==> config.mk <==
export PLATFORM = sky130hd
export DESIGN_NAME = mem_sequencer_flat
export DESIGN_NICKNAME = d
export VERILOG_FILES = /design/src/rtl/mem_sequencer_if.sv /design/src/rtl/mem_sequencer.sv /design/src/flat_wrapper.sv
export SDC_FILE = /design/constraint.sdc
export NUM_CORES = 1
export LEC_CHECK = 0
export CELL_PAD_IN_SITES_DETAIL_PLACEMENT = 0
export CELL_PAD_IN_SITES_GLOBAL_PLACEMENT = 1
export CORE_MARGIN = 2
export CORE_UTILIZATION = 30
export CTS_CLUSTER_DIAMETER = 80
export CTS_CLUSTER_SIZE = 14
export DETAILED_ROUTE_END_ITERATION = 8
export PLACE_DENSITY_LB_ADDON = 0.25
export RECOVER_POWER = 100
export SLEW_MARGIN = 20
export SYNTH_ARGS = -nofsm -noshare
export SYNTH_HDL_FRONTEND = slang
export SYNTH_SLANG_ARGS = --single-unit
==> constraint.sdc <==
create_clock -name clk_i -period 3 [get_ports clk_i]
set_input_delay 0.45 -clock clk_i [delete_from_list [all_inputs] [get_ports clk_i]]
set_output_delay 0.45 -clock clk_i [all_outputs]
set_load 0.03 [all_outputs]
==> src/rtl/mem_sequencer_if.sv <==
// mem_sequencer_if
//   Bundles the signals around the memory-stage sequencer:
//   - req_*  : execute -> sequencer request handshake (valid/ready)
//   - lsu_*  : sequencer <-> lsu (held address/data/we, size strobes, busy, result)
//   - wb_*   : sequencer -> register file writeback beat
//   The slave modport is the sequencer's view; master is the environment's view
//   (execute stage, lsu and register file together).
interface mem_sequencer_if #(
  parameter int RD_W = 5
);
  logic            req_valid_i;
  logic            req_ready_o;
  logic [63:0]     req_addr_i;
  logic [63:0]     req_dat_i;
  logic            req_we_i;
  logic [1:0]      req_size_i;
  logic            req_unsigned_i;
  logic [RD_W-1:0] req_rd_i;

  logic [63:0]     lsu_addr_o;
  logic [63:0]     lsu_dat_o;
  logic            lsu_we_o;
  logic            lsu_nomem_o;
  logic            lsu_hword_o;
  logic            lsu_word_o;
  logic            lsu_dword_o;
  logic            lsu_busy_i;
  logic [63:0]     lsu_dat_i;

  logic            wb_valid_o;
  logic [RD_W-1:0] wb_rd_o;
  logic [63:0]     wb_dat_o;

  modport slave (
    input  req_valid_i, req_addr_i, req_dat_i, req_we_i, req_size_i,
           req_unsigned_i, req_rd_i, lsu_busy_i, lsu_dat_i,
    output req_ready_o, lsu_addr_o, lsu_dat_o, lsu_we_o, lsu_nomem_o,
           lsu_hword_o, lsu_word_o, lsu_dword_o, wb_valid_o, wb_rd_o, wb_dat_o
  );

  modport master (
    output req_valid_i, req_addr_i, req_dat_i, req_we_i, req_size_i,
           req_unsigned_i, req_rd_i, lsu_busy_i, lsu_dat_i,
    input  req_ready_o, lsu_addr_o, lsu_dat_o, lsu_we_o, lsu_nomem_o,
           lsu_hword_o, lsu_word_o, lsu_dword_o, wb_valid_o, wb_rd_o, wb_dat_o
  );
endinterface

==> src/rtl/mem_sequencer.sv <==
// mem_sequencer
//   Memory-stage sequencer in front of the 16-bit Wishbone lsu. Accepts one
//   memory op at a time, holds address/store data for the whole bus cycle,
//   fires a one-cycle size strobe, waits for lsu busy to drop, then extends
//   the result and presents a one-cycle writeback beat.
// Ports:
//   clk_i    : clock
//   reset_i  : synchronous reset, active-low
//   bus      : mem_sequencer_if.slave (request, lsu and writeback signals)
module mem_sequencer #(
  parameter int RD_W = 5
) (
  input  logic clk_i,
  input  logic reset_i,
  mem_sequencer_if.slave bus
);

  typedef enum logic [1:0] {IDLE, ISSUE, WAIT} state_t;

  state_t          state_q, state_d;
  logic [63:0]     addr_q, addr_d;
  logic [63:0]     dat_q, dat_d;
  logic            we_q, we_d;
  logic [1:0]      size_q, size_d;
  logic            uns_q, uns_d;
  logic [RD_W-1:0] rd_q, rd_d;
  logic            wb_valid_q, wb_valid_d;
  logic [RD_W-1:0] wb_rd_q, wb_rd_d;
  logic [63:0]     wb_dat_q, wb_dat_d;

  // The lsu returns its result zero-extended with only the low bits valid;
  // sign extension for loads happens here.
  function automatic logic [63:0] extend(input logic [63:0] d,
                                         input logic [1:0]  sz,
                                         input logic        uns);
    logic [63:0] r;
    case (sz)
      2'd1:    r = {{48{~uns & d[15]}}, d[15:0]};
      2'd2:    r = {{32{~uns & d[31]}}, d[31:0]};
      default: r = d;
    endcase
    return r;
  endfunction

  always_comb begin
    state_d    = state_q;
    addr_d     = addr_q;
    dat_d      = dat_q;
    we_d       = we_q;
    size_d     = size_q;
    uns_d      = uns_q;
    rd_d       = rd_q;
    wb_valid_d = 1'b0;
    wb_rd_d    = wb_rd_q;
    wb_dat_d   = wb_dat_q;
    case (state_q)
      IDLE: begin
        if (bus.req_valid_i) begin
          addr_d  = bus.req_addr_i;
          dat_d   = bus.req_dat_i;
          we_d    = bus.req_we_i;
          size_d  = bus.req_size_i;
          uns_d   = bus.req_unsigned_i;
          rd_d    = bus.req_rd_i;
          state_d = ISSUE;
        end
      end
      ISSUE: state_d = WAIT;
      WAIT: begin
        // busy is only meaningful from the cycle after the strobe, which is
        // exactly the first WAIT cycle.
        if (!bus.lsu_busy_i) begin
          wb_dat_d   = extend(bus.lsu_dat_i, size_q, uns_q);
          wb_rd_d    = rd_q;
          // Stores and writes to x0 finish silently.
          wb_valid_d = !we_q && (rd_q != '0);
          state_d    = IDLE;
        end
      end
      default: state_d = IDLE;
    endcase
  end

  always_ff @(posedge clk_i) begin
    if (!reset_i) begin
      state_q    <= IDLE;
      addr_q     <= '0;
      dat_q      <= '0;
      we_q       <= 1'b0;
      size_q     <= '0;
      uns_q      <= 1'b0;
      rd_q       <= '0;
      wb_valid_q <= 1'b0;
      wb_rd_q    <= '0;
      wb_dat_q   <= '0;
    end else begin
      state_q    <= state_d;
      addr_q     <= addr_d;
      dat_q      <= dat_d;
      we_q       <= we_d;
      size_q     <= size_d;
      uns_q      <= uns_d;
      rd_q       <= rd_d;
      wb_valid_q <= wb_valid_d;
      wb_rd_q    <= wb_rd_d;
      wb_dat_q   <= wb_dat_d;
    end
  end

  assign bus.req_ready_o = (state_q == IDLE);
  assign bus.lsu_addr_o  = addr_q;
  assign bus.lsu_dat_o   = dat_q;
  // A no-memory op must never look like a store to the lsu.
  assign bus.lsu_we_o    = we_q && (size_q != 2'd0);
  assign bus.lsu_nomem_o = (state_q == ISSUE) && (size_q == 2'd0);
  assign bus.lsu_hword_o = (state_q == ISSUE) && (size_q == 2'd1);
  assign bus.lsu_word_o  = (state_q == ISSUE) && (size_q == 2'd2);
  assign bus.lsu_dword_o = (state_q == ISSUE) && (size_q == 2'd3);
  assign bus.wb_valid_o  = wb_valid_q;
  assign bus.wb_rd_o     = wb_rd_q;
  assign bus.wb_dat_o    = wb_dat_q;

endmodule
==> src/flat_wrapper.sv <==
// flat-port wrapper written by rule: the top's interface ports become plain ports
module mem_sequencer_flat 
#(
  parameter int RD_W = 5
)
  (clk_i, reset_i, bus_req_valid_i, bus_req_addr_i, bus_req_dat_i, bus_req_we_i, bus_req_size_i, bus_req_unsigned_i, bus_req_rd_i, bus_lsu_busy_i, bus_lsu_dat_i, bus_req_ready_o, bus_lsu_addr_o, bus_lsu_dat_o, bus_lsu_we_o, bus_lsu_nomem_o, bus_lsu_hword_o, bus_lsu_word_o, bus_lsu_dword_o, bus_wb_valid_o, bus_wb_rd_o, bus_wb_dat_o);
  mem_sequencer_if #(.RD_W(RD_W)) bus_i ();
  input  logic clk_i;
  input  logic reset_i;
  input wire logic [$bits(bus_i.req_valid_i)-1:0] bus_req_valid_i;
  input wire logic [$bits(bus_i.req_addr_i)-1:0] bus_req_addr_i;
  input wire logic [$bits(bus_i.req_dat_i)-1:0] bus_req_dat_i;
  input wire logic [$bits(bus_i.req_we_i)-1:0] bus_req_we_i;
  input wire logic [$bits(bus_i.req_size_i)-1:0] bus_req_size_i;
  input wire logic [$bits(bus_i.req_unsigned_i)-1:0] bus_req_unsigned_i;
  input wire logic [$bits(bus_i.req_rd_i)-1:0] bus_req_rd_i;
  input wire logic [$bits(bus_i.lsu_busy_i)-1:0] bus_lsu_busy_i;
  input wire logic [$bits(bus_i.lsu_dat_i)-1:0] bus_lsu_dat_i;
  output wire logic [$bits(bus_i.req_ready_o)-1:0] bus_req_ready_o;
  output wire logic [$bits(bus_i.lsu_addr_o)-1:0] bus_lsu_addr_o;
  output wire logic [$bits(bus_i.lsu_dat_o)-1:0] bus_lsu_dat_o;
  output wire logic [$bits(bus_i.lsu_we_o)-1:0] bus_lsu_we_o;
  output wire logic [$bits(bus_i.lsu_nomem_o)-1:0] bus_lsu_nomem_o;
  output wire logic [$bits(bus_i.lsu_hword_o)-1:0] bus_lsu_hword_o;
  output wire logic [$bits(bus_i.lsu_word_o)-1:0] bus_lsu_word_o;
  output wire logic [$bits(bus_i.lsu_dword_o)-1:0] bus_lsu_dword_o;
  output wire logic [$bits(bus_i.wb_valid_o)-1:0] bus_wb_valid_o;
  output wire logic [$bits(bus_i.wb_rd_o)-1:0] bus_wb_rd_o;
  output wire logic [$bits(bus_i.wb_dat_o)-1:0] bus_wb_dat_o;
  assign bus_i.req_valid_i = bus_req_valid_i;
  assign bus_i.req_addr_i = bus_req_addr_i;
  assign bus_i.req_dat_i = bus_req_dat_i;
  assign bus_i.req_we_i = bus_req_we_i;
  assign bus_i.req_size_i = bus_req_size_i;
  assign bus_i.req_unsigned_i = bus_req_unsigned_i;
  assign bus_i.req_rd_i = bus_req_rd_i;
  assign bus_i.lsu_busy_i = bus_lsu_busy_i;
  assign bus_i.lsu_dat_i = bus_lsu_dat_i;
  assign bus_req_ready_o = bus_i.req_ready_o;
  assign bus_lsu_addr_o = bus_i.lsu_addr_o;
  assign bus_lsu_dat_o = bus_i.lsu_dat_o;
  assign bus_lsu_we_o = bus_i.lsu_we_o;
  assign bus_lsu_nomem_o = bus_i.lsu_nomem_o;
  assign bus_lsu_hword_o = bus_i.lsu_hword_o;
  assign bus_lsu_word_o = bus_i.lsu_word_o;
  assign bus_lsu_dword_o = bus_i.lsu_dword_o;
  assign bus_wb_valid_o = bus_i.wb_valid_o;
  assign bus_wb_rd_o = bus_i.wb_rd_o;
  assign bus_wb_dat_o = bus_i.wb_dat_o;
  mem_sequencer #(.RD_W(RD_W)) u_core (.clk_i(clk_i), .reset_i(reset_i), .bus(bus_i));
endmodule
## After elaboration in Yosys (flattened, before gate mapping)

Cells that the tools add are included.

| storage, ports and cells | value |
|---|---|
| input bits | 205 |
| flip-flop bits (word level) | 209 |
| logic and storage cells | 42 |
| output and inout port bits | 204 |

| cells by class | value |
|---|---|
| bitwise operators | 6 |
| eq/ne operators | 7 |
| reductions and logical operators | 15 |
| mux-type cells | 4 |

Operators by type and width:

| kind | count |
|---|---|
| case mux 64 bit (2 select lines) | 1 |
| == test 2 bit (second input constant) | 3 |
| logical AND 1 bit | 6 |
| case mux 2 bit (3 select lines) | 1 |
| AND reduction 2 bit | 3 |
| nonzero test 5 bit | 1 |
| == test 2 x 1 -> 1 bit (second input constant) | 2 |
| zero test 2 bit | 2 |
| 2-to-1 mux 2 bit | 2 |
| inequality test 2 bit (second input constant) | 2 |
| NOT 1 bit | 4 |
| OR reduction 3 bit | 1 |
| AND 1 bit | 2 |
| nonzero test 2 bit | 1 |
| zero test 1 bit | 1 |

## Longest topological paths before layout

| logic depth | value |
|---|---|
| depth after elaboration | 3 |
| mapped depth | 7 |
| depth with buffers taken out | 5 |

## Least setup slack after synthesis

OpenSTA, ideal clock, no wires.

| path | value |
|---|---|
| path kind | register to register |
| start | reg u_core.size_q[0] |
| end | reg u_core.wb_dat_q[18] (netlist: u_core.bus.wb_dat_o[18]) |
| data required time | 2930 ps |
| path slack | 1342 ps |
| period minus slack after synthesis | 1658 ps |
| buffers on the path | 2 |
| stages on the path, launching flop included | 8 |
| library setup time | 70 ps |
| arrival | 1588 ps |
| cell sequence | dfxtp_1 inv_1 ha_1 nand2b_1 clkbuf_1 clkbuf_1 nand2_1 a21oi_1 |

| between the ends | value |
|---|---|
| word-level cells in the longest chain between the ends | 2 |
| elaborated cells between the ends (all ways) | 3 |
| those cells by class | eq/ne (2); mux (1) |

Ends and longest elaborated chain:

| element | RTL line | RTL |
|---|---|---|
| start: declaration | mem_sequencer.sv:24 | `logic [1:0] size_q, size_d;` |
| start signal: assignment | mem_sequencer.sv:101 | `size_q <= size_d;` |
| == test 2 bit / == test 2 x 1 -> 1 bit (equally long branches) | mem_sequencer.sv:37 | `case (sz)` |
| case mux 64 bit (2 select lines) (*) | mem_sequencer.sv:37 |  |
| end signal: assignment | mem_sequencer.sv:106 | `wb_dat_q <= wb_dat_d;` |
| end: declaration | mem_sequencer.sv:29 | `logic [63:0] wb_dat_q, wb_dat_d;` |

Every way passes the cells marked *; elsewhere a longest branch is shown, timed or not.
A chain may end at the register's enable or synchronous reset.

## Worst setup path in the final report

| path | value |
|---|---|
| start | reg u_core.state_q[0] |
| end | out bus_lsu_word_o |

| between the ends | value |
|---|---|
| word-level cells in the longest chain between the ends | 2 |

Ends and longest elaborated chain:

| element | RTL line | RTL |
|---|---|---|
| start: declaration | mem_sequencer.sv:20 | `state_t state_q, state_d;` |
| start signal: assignment | mem_sequencer.sv:97 | `state_q <= state_d;` |
| == test 2 x 1 -> 1 bit | mem_sequencer.sv:117 | `assign bus.lsu_word_o = (state_q == ISSUE) && (size_q == 2'd2);` |
| logical AND 1 bit | mem_sequencer.sv:117 |  |
| end: declaration | flat_wrapper.sv:25 | `output wire logic [$bits(bus_i.lsu_word_o)-1:0] bus_lsu_word_o;` |

Every way passes these cells.

==> flow_metrics.py <==
metrics = {
    "global_routing": {
        "grt_usage_pct": 18.4,
        "grt_pass1_vias": 7261,
        "antenna_found_initial": 1,
        "grt_overflow": 0,
        "grt_max_degree": 210,
        "grt_pass1_wl_um": 41600,
    },
    "setup_path": {
        "cp_num_buf_inv": 1,
        "crit_required_ps": 2550,
        "critPathMaxFanout": 7,
        "worstSetupPathType": "reg2out",
        "r2r-start": "u_core.state_q[1]$_SDFFE_PN0P_",
        "path_cells": "nor2b_1 -> and2_1 -> dlygate4sd3_1",
        "cp-start-kind": "flop",
        "cp.arrival_ps": 2170,
        "cp_slowest_stage_delay_ps": 760,
        "slowest_stage": "dlygate4sd3_1",
        "crit_path_start": "u_core.state_q[0]$_SDFFE_PN0P_",
        "cp-end-kind": "output port",
        "cp_top_family": "buffers and inverters",
    },
    "placed_design": {
        "portBuffers": 408,
        "place_congestion": 0.738,
        "dp_hpwl_um": 18200,
    },
    "power_and_ir_drop": {
        "clock_power_share_pct": 33.4,
        "internal_power_uw": 4610,
        "p_sw_share_pct": 27.5,
        "ir_drop_v": 0.000352,
        "switchingPower_uw": 1750,
        "leakage_uw": 0.00521,
        "p_per_area_nw_per_um2": 503,
        "combinationalPowerShare_pct": 19.6,
        "seq_power_share_pct": 47.0,
    },
    "routing": {
        "wl_per_cell_um": 16.3,
        "drt_iter0_drc": 500,
        "ant_nets": 0,
        "vias": 7404,
        "avgViaCountPerCell": 4.54,
        "drc": 0,
        "first_pass_iters": 4,
        "wl_um": 26600,
    },
    "clocking": {
        "cts_setup_buffers": 0,
        "clock_sinks": 209,
        "cts_tree": "yes",
        "hold_buffers": 0,
        "root_buffer": "clkbuf_16",
        "cts_resized": 0,
        "cts.htree.levels": 1,
        "cts_buffers": 18,
        "clkTransAtPathRegs_ps": 70,
        "worst_skew_pair.late_latency_ps": 490,
        "max-clock-path-buffers": 3,
    },
    "finish": {
        "nFillCells": 2541,
        "regArea_um2": 4180,
        "final_common_cell": "nand2_1",
        "final_cell_mix": "nand2_1, dfxtp_1, dlygate4sd3_1",
        "drive_gt1_share_pct": 2.32,
        "nNetsFinal": 1504,
        "area_delta_synth_final_pct": 59.9,
        "multi_input_area_um2": 3380,
    },
    "sta": {
        "finalSetupViolations": 0,
        "hold_ws_ps": 458,
        "fmax_mhz": 382,
        "finalHoldViolCount": 0,
        "relSlewSlack_pct": -7.11,
        "rsz0062_at_grt": "false",
        "skew_ps": 9.86,
        "fin_crit_ps": 2620,
        "worstMarginPinSlew_ps": 1610,
        "maxSlewViolCount": 132,
        "tns_ps": 0,
        "finalCritPeriodShare_pct": 87.3,
    },
    "hold_path": {
        "hold_path_class": "reg2reg",
        "worstHoldStart": "u_core.bus.wb_dat_o[8]$_SDFFE_PN0P_",
    },
    "floorplan": {
        "io_pins": 409,
        "dieArea_um2": 27700,
        "initial_core_util_pct": 30.4,
        "die_x_um": 166,
        "fp.dieH_um": 166,
        "core-area_um2": 26000,
        "row_count": 59,
    },
    "yosys": {
        "synthAdderAreaFrac_pct": 0.791,
        "synthMuxAreaShare_pct": 0,
        "synth_area_um2": 7910,
        "synth.distinct_cells": 26,
        "synth_compound_area_share_pct": 22.1,
        "syn_nets": 1142,
        "synth_simple_gate_area_share_pct": 19.8,
        "synth.yosys.seq_area_share_pct": 52.9,
        "synth_warnings": 0,
        "synth.area.top_cells": "dfxtp_1, nand2_1, a21boi_0",
        "syn_avg_cell_area_um2": 8.49,
        "syn_inst": 932,
        "synth-edff-count": 0,
        "synthFlopType": "dfxtp_1",
        "synth_top_family_by_area": "compound AO/OA/AOI/OAI gates",
        "ys_seq_elements": 209,
        "synth_top_area_share_pct": 52.9,
        "async_flop_share_pct": 0,
        "yosys.area.top_type": "dfxtp_1",
        "synth_xor_area_share_pct": 0,
    },
    "status": {
        "violations": "capacitance limit, slew limit",
        "status": "complete, but fails checks",
    },
    "run": {
        "cap_violations": 1,
    },
}
-- area by class of cell --
| class | count | area share, % |
|---|---|---|
| antenna | 1 | 0.0198 |
| clock buffer | 20 | 3.79 |
| inverter | 3 | 0.0890 |
| multi-input combinational | 644 | 26.7 |
| sequential | 209 | 33.1 |
| tap | 335 | 3.31 |
| timing repair buffer | 418 | 33.0 |
-- flip-flops by register name, indices dropped and copies added (netlist names) --
name and flops:
u_core.bus.lsu_addr_o 64, u_core.bus.lsu_dat_o 64, u_core.bus.wb_dat_o 64, u_core.bus.wb_rd_o 5, u_core.bus.wb_valid_o 1, u_core.rd_q 5
u_core.size_q 2, u_core.state_q 2, u_core.uns_q 1, u_core.we_q 1
-- layer usage --
metal | share of wire (%) | GRT usage, %
met3 | 8.8 | 6.79
met1 | 42 | 22.2
met2 | 46 | 30.7
met4 | 3.0 | 5.85
met5 | 0 | 0
-- synthesized netlist by cell type (3+ instances only) --
| cell type | n |
|---|---|
| nand2_1 | 332 |
| dfxtp_1 | 209 |
| a31oi_1 | 32 |
| ha_1 | 5 |
| and2_1 | 5 |
| a21boi_0 | 158 |
| o21ai_0 | 48 |
| buf_2 | 35 |
| nand2b_1 | 33 |
| a21oi_1 | 16 |
| inv_1 | 3 |
| clkbuf_1 | 39 |
-- final timing paths --
check	to	slack [ps]	depth (start not counted)
setup reg to reg	u_core.bus.lsu_addr_o[30]$_SDFFE_PN0P_	590	4
setup / recovery	bus_lsu_word_o	380	3
hold / removal	u_core.bus.wb_dat_o[8]$_SDFFE_PN0P_	460	2
hold reg to reg	u_core.bus.wb_dat_o[8]$_SDFFE_PN0P_	460	2
-- kinds of logic after synthesis --
family / after synthesis
AO/OA/AOI/OAI: 257
adder cells (fa/ha/maj): 5
buffers and inverters: 79
flip-flops: 209
AND/OR/NAND/NOR: 382
-- worst reg2reg max path, cell delays in order (launching register included) --
cell and delay (ps):
dfxtp_1 360, nor3b_1 280, clkbuf_4 1090, nand2_1 390, a21boi_0 220
-- metrics by stage --
stage / instance area [um^2] / power [uW] / util [%] / instances / worst slack [ps]
floorplan: 7910 / 3700 / - / 932 / 1340
global placement: 12200 / 4370 / 47.0 / 1609 / 836
detailed placement: 12200 / 4380 / 47.0 / 1609 / 797
CTS: 12700 / 6540 / 48.9 / 1629 / 348
global route: 12700 / 6670 / 48.7 / 1630 / 212
finish: 12700 / 6360 / 48.7 / 1630 / 382
-- power groups by stage --
| stage | Combinational [uW] | Clock, uW | Sequential (uW) |
|---|---|---|---|
| finish | 1250 | 2120 | 2990 |
| global route | 1340 | 2320 | 3010 |
| CTS | 1320 | 2220 | 3000 |
| detailed placement | 1320 | 0 | 3060 |
| global placement | 1310 | 0 | 3050 |
| floorplan | 374 | 0 | 3330 |
(Power assumes the default switching activity.)
